==> src/rtl/rc6_key_ctrl.sv <==
`default_nettype none
// ============================================================================
// Module      : rc6_key_ctrl
// Description : Two-requester RC6 key-load controller. Arbitrates key-load
//               requests round-robin, skips expansion when the requested key
//               is already expanded, and otherwise strobes the key-expansion
//               engine and waits for it to report ready.
//               Optional feature macro: RC6_KEYCTL_TIMEOUT_EN adds a WAIT
//               cycle limit (KX_TIMEOUT) that aborts with an o_err pulse.
// Revision    : 1.0 - initial release
// ============================================================================
module rc6_key_ctrl #(
    parameter int KX_TIMEOUT = 160
) (
    input  logic         i_clk,
    input  logic         i_rst_n,
    input  logic [1:0]   i_req,
    input  logic [127:0] i_key0,
    input  logic [127:0] i_key1,
    input  logic         i_cipher_busy,
    output logic [1:0]   o_gnt,
    output logic [1:0]   o_done,
    output logic [127:0] o_kx_key,
    output logic         o_kx_en,
    input  logic         i_kx_ok,
    output logic         o_key_valid,
    output logic         o_sel,
    output logic         o_err
);

    typedef enum logic [2:0] {
        ST_IDLE = 3'd0,
        ST_LOAD = 3'd1,
        ST_WAIT = 3'd2,
        ST_HIT  = 3'd3,
        ST_DONE = 3'd4
    } state_t;

    state_t         state;
    logic [127:0]   stored_key;   // key whose expansion is (or was) in the engine
    logic [127:0]   grant_key;    // key captured with the current grant
    logic           cur_sel;      // requester owning the current transaction
    logic           prio;         // requester that wins a simultaneous request

    logic           pick;
    logic [127:0]   pick_key;
    logic           hit;
    logic           can_grant;

`ifdef RC6_KEYCTL_TIMEOUT_EN
    localparam int               CNT_W    = $clog2(KX_TIMEOUT + 1);
    localparam logic [CNT_W-1:0] CNT_LAST = CNT_W'(KX_TIMEOUT - 1);
    logic [CNT_W-1:0]            wait_cnt;
`else
    assign o_err = 1'b0;
`endif

    // Round-robin pick of the requester and hit detection against the stored key
    always_comb begin
        pick = prio;
        if (i_req == 2'b01) begin
            pick = 1'b0;
        end else if (i_req == 2'b10) begin
            pick = 1'b1;
        end
        pick_key  = pick ? i_key1 : i_key0;
        hit       = o_key_valid && (pick_key == stored_key);
        can_grant = (i_req != 2'b00) && !i_cipher_busy;
    end

    // Controller FSM with registered outputs; pulses default low every cycle
    always_ff @(posedge i_clk or negedge i_rst_n) begin
        if (!i_rst_n) begin
            state       <= ST_IDLE;
            o_gnt       <= 2'b00;
            o_done      <= 2'b00;
            o_kx_en     <= 1'b0;
            o_kx_key    <= '0;
            o_key_valid <= 1'b0;
            o_sel       <= 1'b0;
            stored_key  <= '0;
            grant_key   <= '0;
            cur_sel     <= 1'b0;
            prio        <= 1'b0;
`ifdef RC6_KEYCTL_TIMEOUT_EN
            o_err       <= 1'b0;
            wait_cnt    <= '0;
`endif
        end else begin
            o_gnt   <= 2'b00;
            o_done  <= 2'b00;
            o_kx_en <= 1'b0;
`ifdef RC6_KEYCTL_TIMEOUT_EN
            o_err   <= 1'b0;
`endif
            case (state)
                ST_IDLE: begin
                    if (can_grant) begin
                        o_gnt     <= pick ? 2'b10 : 2'b01;
                        cur_sel   <= pick;
                        grant_key <= pick_key;
                        state     <= hit ? ST_HIT : ST_LOAD;
                    end
                end
                ST_LOAD: begin
                    o_kx_key    <= grant_key;
                    o_kx_en     <= 1'b1;
                    o_key_valid <= 1'b0;
`ifdef RC6_KEYCTL_TIMEOUT_EN
                    wait_cnt    <= '0;
`endif
                    state       <= ST_WAIT;
                end
                ST_WAIT: begin
                    // o_kx_en is still high in the first WAIT cycle, so a stale
                    // ready level from the previous key is ignored there
                    if (i_kx_ok && !o_kx_en) begin
                        o_done      <= {cur_sel, ~cur_sel};
                        o_key_valid <= 1'b1;
                        stored_key  <= grant_key;
                        o_sel       <= cur_sel;
                        prio        <= ~cur_sel;
                        state       <= ST_DONE;
                    end
`ifdef RC6_KEYCTL_TIMEOUT_EN
                    else if (wait_cnt == CNT_LAST) begin
                        o_err      <= 1'b1;
                        stored_key <= '0;
                        state      <= ST_IDLE;
                    end else begin
                        wait_cnt <= wait_cnt + 1'b1;
                    end
`endif
                end
                ST_HIT: begin
                    o_done <= {cur_sel, ~cur_sel};
                    o_sel  <= cur_sel;
                    prio   <= ~cur_sel;
                    state  <= ST_DONE;
                end
                ST_DONE: begin
                    state <= ST_IDLE;
                end
                default: begin
                    state <= ST_IDLE;
                end
            endcase
        end
    end

endmodule
`default_nettype wire

==> config.mk <==
export PLATFORM = sky130hd
export DESIGN_NAME = rc6_key_ctrl
export DESIGN_NICKNAME = d
export VERILOG_FILES = /design/src/rtl/rc6_key_ctrl.sv
export SDC_FILE = /design/constraint.sdc
export NUM_CORES = 1
export LEC_CHECK = 0
export BUFFER_PORTS_ARGS = -buffer_cell sky130_fd_sc_hd__buf_2
export CAP_MARGIN = 20
export CORE_ASPECT_RATIO = 2
export CORE_MARGIN = 3
export CORE_UTILIZATION = 36
export DETAILED_ROUTE_END_ITERATION = 10
export HOLD_SLACK_MARGIN = 0.08
export PLACE_DENSITY_LB_ADDON = 0.1
export SYNTH_ARGS = -nofsm -noshare
export SYNTH_HDL_FRONTEND = slang
export SYNTH_SLANG_ARGS = --single-unit
==> constraint.sdc <==
create_clock -name i_clk -period 3.5 [get_ports i_clk]
set_input_delay 0.7 -clock i_clk [delete_from_list [all_inputs] [get_ports i_clk]]
set_output_delay 0.7 -clock i_clk [all_outputs]
set_load 0.05 [all_outputs]
# After elaboration in Yosys (flattened, before gate mapping)
# Cells that the tools add are included.
# classes
addsub	0
n_mul	0
div_mod_pow	0
n_lt_le_gt_ge	0
n_eq_ne	8
n_shift	0
mux	19
bitwise_logic	1
n_reduce_logical	14
# op_table
op	n
$eq A128 B128 Y1	1
$mux W128	1
$pmux W3 S4	1
$mux W2	5
$reduce_and A2 Y1	5
$eq A3 B2 Y1 const B	2
$mux W1	6
$mux W3	2
$pmux W1 S2	3
$reduce_bool A2 Y1	3
$ne A2 B2 Y1 const B	2
$pmux W2 S2	1
$eq A3 B1 Y1 const B	1
$logic_and A1 B1 Y1	3
$logic_not A3 Y1	1
$eq A2 B1 Y1 const B	1
$eq A2 B2 Y1 const B	1
$logic_not A1 Y1	2
$not A1 Y1	1
# word_totals
ff_bits	396
latchBits	0
ramBits	0
mem_bits_ro	0
inputBits	262
output_inout_bits	136
elab_cells	53
n_memories	0

# Logic depth before layout (Yosys ltp)
# logic_depth
word_depth	9
ltp_mapped	12
mapped_depth_nobuf	8

# Worst setup path before layout
# OpenSTA, ideal clock, no wires.
# synth_timing
kind	input -> register
start	input port i_req[0]
end	register state[1]
setup_ns	0.095
arrival_ns	2.702
required_ns	3.405
setup_slack_ns	0.702
path_stages	12
n_path_buf	4
cell_sequence	nor2b_2 > buf_6 > o21ai_4 > buf_6 > buf_6 > buf_2 > mux2i_1 > xor2_1 > nand4_1 > nor4_1 > nand4_1 > o31ai_1
# synth_between
elab_chain_cells	9
word_cells_on_any_way	14
classes_between	4 x eq/ne; 6 x mux; 4 x reduce/logical
# synth_rtl
item	line	source
start, declared	17	input logic [1:0] i_req,
$eq A2 B2 Y1	63	end else if (i_req == 2'b10) begin
$mux W1	63	
$mux W1	61	if (i_req == 2'b01) begin
$mux W128	66	pick_key = pick ? i_key1 : i_key0;
$eq A128 B128 Y1	67	hit = o_key_valid && (pick_key == stored_key);
$logic_and A1 B1 Y1	67	
$mux W2	102	state <= hit ? ST_HIT : ST_LOAD;
$mux W3	98	if (can_grant) begin
$pmux W3 S4	96	case (state)
end signal, assigned	102	
end, declared	39	state_t state;
# Several ways; a longest one is shown, not always the timed one. The select of a mux whose other input is x is not followed.
# A chain may end at the register's enable or synchronous reset.

# Worst setup path after layout
# layout_timing
start	register prio
end	register state[1]
# layout_between
elab_chain_cells	8
# layout_rtl
item	line	source
start, declared	43	logic prio;
start signal, assigned	122	prio <= ~cur_sel;
start signal, assigned	138	prio <= ~cur_sel;
$mux W1	63	
$mux W1	61	
$mux W128	66	
$eq A128 B128 Y1	67	
$logic_and A1 B1 Y1	67	
$mux W2	102	
$mux W3	98	
$pmux W3 S4	96	
# No other way between the ends. The select of a mux whose other input is x is not followed.

==> run_results.csv <==
group,metric,value,unit
status,status,"completed",
route,drc,0,
sta,setup_viol,0,
sta,worstMarginPinSlew,1190,ps
global_routing,grt_max_degree,131,
floorplan,ios,398,
pwr,pwr-share-comb,0.431,
place,gp_congestion,0.897,
sta,setup_tns,0,ps
yosys,synth_warnings,0,
cells_and_area,syn_to_final_growth,25.1,%
global_routing,grt_pass1_vias,12970,
clock_network,cts-buffers-inserted,39,
yosys,synth.area.top_cells,"dfrtp_1 57%, mux2_2 16%, mux2i_1 6.7%, xor2_1 3.9%, o21ai_0 3.9%",
floorplan,core,47500,sq um
route,drt_iter0_drc,679,
clock_network,clk_path_buf_depth,3,
cells_and_area,drive_gt1_frac,0.428,
yosys,ys_async_sr_fraction,1.00,
clock_network,hold_buffers,0,
pwr,seq_power_share,0.374,
global_routing,grt_pass1_wl,84600,microns
sta,rsz0062_at_grt,"no",
yosys,yosysUniqueCellTypes,54,
route,first_pass_iters,4,
yosys,netlist_area,17300,sq um
yosys,synth_top_area_share,0.572,
global_routing,grt_overflow,0,
setup_path,reg2reg_depth,10,
yosys,netlist_instances,1363,
floorplan,die_w,161,microns
floorplan,start_util,0.364,
sta,slew_headroom,0.210,
pwr,p_sw_frac,0.426,
hold_path,holdCritPathClass,"primary input to async pin",
clock_network,clock_sinks,396,
setup_path,worstPathMaxFanout,7,
sta,maxSlewViolCount,0,
clock_network,post_cts_resized,0,
yosys,synth_top_area_cell,"dfrtp_1",
floorplan,die_h,316,microns
route,wl_per_cell,23.6,microns
pwr,clkPwrFrac,0.195,
setup_path,worstSetupStartpointType,"flop",
run,maxCapViolations,0,
setup_path,cp.required,3930,ps
yosys,ys.flop_type,"dfrtp_1",
clock_network,cts_root_buffer,"clkbuf_16",
setup_path,crit-reg2reg-launch,"prio$_DFFE_PN0P_",
yosys,synth-seq-area-share,0.572,
sta,skew,8.12,ps
floorplan,fp.dieArea,50900,sq um
floorplan,row_count,113,
global_routing,grt_usage,0.223,
place,dpl_worst_slack,-97.2,ps
yosys,synth_nets,1625,
setup_path,end_kind,"flop",
place,io_buffers,396,
setup_path,arrival,3580,ps
cells_and_area,finish.net_count,2049,
sta,setup_slack,351,ps
setup_path,path_class,"flop to flop",
pwr,p_int,0.0126,W
sta,fmax,0.318,GHz
setup_path,rr_endpoint,"state[1]$_DFFE_PN0P_",
clock_network,cts_tree,"done",
pwr,p_per_area,1010,nW/um^2
sta,hold_viol,0,
clock_network,htree_num_levels,2,
pwr,cellLeakagePower,10.7,nW
yosys,synth.avg_cell_area,12.7,sq um
sta,period_minus_slack,3150,ps
clock_network,worst_skew_pair.late_latency,540,ps
clock_network,clk_pin_slew,60,ps
sta,period_share,0.900,
yosys,synth_edf_count,0,
route,ant_nets,0,
setup_path,reg2reg_slack,350,ps
route,finalWirelength,57700,microns
pwr,switchingPower,0.00933,W
yosys,synth_seq_cells,396,
pwr,peakVddDrop,0.000483,V
route,vias_per_cell,5.01,
clock_network,post_cts_buffers,0,
route,dr_total_vias,12264,
place,dp_hpwl,43600,microns
global_routing,antenna_found_initial,6,
==> worst max-delay path by stage <==
stage                                start              endpoint  slack [ps]
final                     prio$_DFFE_PN0P_  state[1]$_DFFE_PN0P_         350
after global routing      prio$_DFFE_PN0P_  state[1]$_DFFE_PN0P_         220
after CTS                 prio$_DFFE_PN0P_  state[1]$_DFFE_PN0P_         340
after detailed placement          i_req[0]  state[1]$_DFFE_PN0P_        -100
after global placement            i_req[0]  state[1]$_DFFE_PN0P_         -90
after floorplan                   i_req[0]  state[1]$_DFFE_PN0P_         700
==> kinds of logic (layout without fill, tap and decap cells) <==
family	Yosys count	in the layout	synth area share
flip-flops	396	396	0.572
multiplexers	370	370	0.232
AND/OR/NAND/NOR	210	210	0.0537
AO/OA/AOI/OAI	207	207	0.0729
buffers and inverters	92	540	0.0243
XOR/XNOR	87	87	0.0440
other	1	4	0.000217
==> cells in the mapped netlist, drive strengths merged, types with 3 or more instances <==
cell       n
a2111oi    5
a211oi    10
a21o       6
a21oi      3
a221oi     3
a22oi      5
a2bb2oi    6
buf       21
clkbuf    56
dfrtp    396
inv       15
mux2     253
mux2i    117
nand2    139
nand2b     4
nand3      4
nand4     24
nor2      16
nor3       3
nor4       7
o2111ai    4
o211ai     6
o21ai    135
o22a       3
o22ai      4
o2bb2ai    3
xnor2      9
xor2      78
==> final cells by class <==
type | instances | area [sq um]
fill | 4494 | 25900
sequential | 396 | 9910
multi-input combinational | 875 | 7000
timing repair buffer | 460 | 2640
clock buffer | 54 | 1090
tap | 632 | 791
clock inverter | 11 | 158
inverter | 15 | 56.3
antenna | 3 | 7.51
==> stage by stage <==
step / power [W] / hold slack, ps / cells / instance area [sq um] / utilization
global placement: 0.0177 / 476 / 2378 / 20400 / 0.429
detailed placement: 0.0179 / 488 / 2378 / 20400 / 0.429
finish: 0.0219 / 166 / 2446 / 21600 / 0.456
global route: 0.0231 / 234 / 2445 / 21600 / 0.456
CTS: 0.0222 / 215 / 2443 / 21600 / 0.456
floorplan: 0.0143 / 404 / 1363 / 17300 / -
==> power by group through the flow <==
stage	registers, W	logic (W)	clock network, W
floorplan	0.0103	0.00405	0
global placement	0.00821	0.00950	0
global route	0.00847	0.0101	0.00456
CTS	0.00821	0.00962	0.00442
detailed placement	0.00829	0.00958	0
finish	0.00820	0.00945	0.00428
==> critical path, stage by stage, from the launching register on <==
cell and delay, ps:
dfrtp_1 430, nand2b_1 320, buf_4 220, a211oi_1 320, a211oi_1 130, a2111oi_0 510, buf_4 210, nand4_1 150
nor4_1 320, nand4_1 170, o31ai_1 260
==> layer usage <==
| metal | wire length, microns | vias up | global-route usage |
|---|---|---|---|
| li1 | - | 5689 | - |
| met3 | 2820 | 81 | 0.0342 |
| met2 | 29600 | 413 | 0.398 |
| met5 | 0 | - | 0 |
| met1 | 23000 | 6081 | 0.272 |
| met4 | 2260 | 0 | 0.0857 |
==> cells in the final DEF, fill, tap and decap left out, drive strengths merged, types with 3 or more instances in the layout <==
cell / instances
buf: 460
dfrtp: 396
mux2: 253
nand2: 139
o21ai: 135
mux2i: 117
xor2: 78
clkbuf: 54
nand4: 24
nor2: 16
inv: 15
a211oi: 10
xnor2: 9
nor4: 7
a21o: 6
a2bb2oi: 6
o211ai: 6
clkinv: 6
a22oi: 5
a2111oi: 5
nand2b: 4
o22ai: 4
o2111ai: 4
nand3: 4
bufinv: 4
diode: 3
a21oi: 3
nor3: 3
o2bb2ai: 3
a221oi: 3
o22a: 3
==> flip-flops by register name, indices dropped and copies added, names as in the netlist <==
register	cells
o_kx_key	128
o_kx_en	1
state	3
o_gnt	2
stored_key	128
o_sel	1
grant_key	128
prio	1
o_key_valid	1
cur_sel	1
o_done	2
No activity file was read; power rests on OpenSTA's default activity.
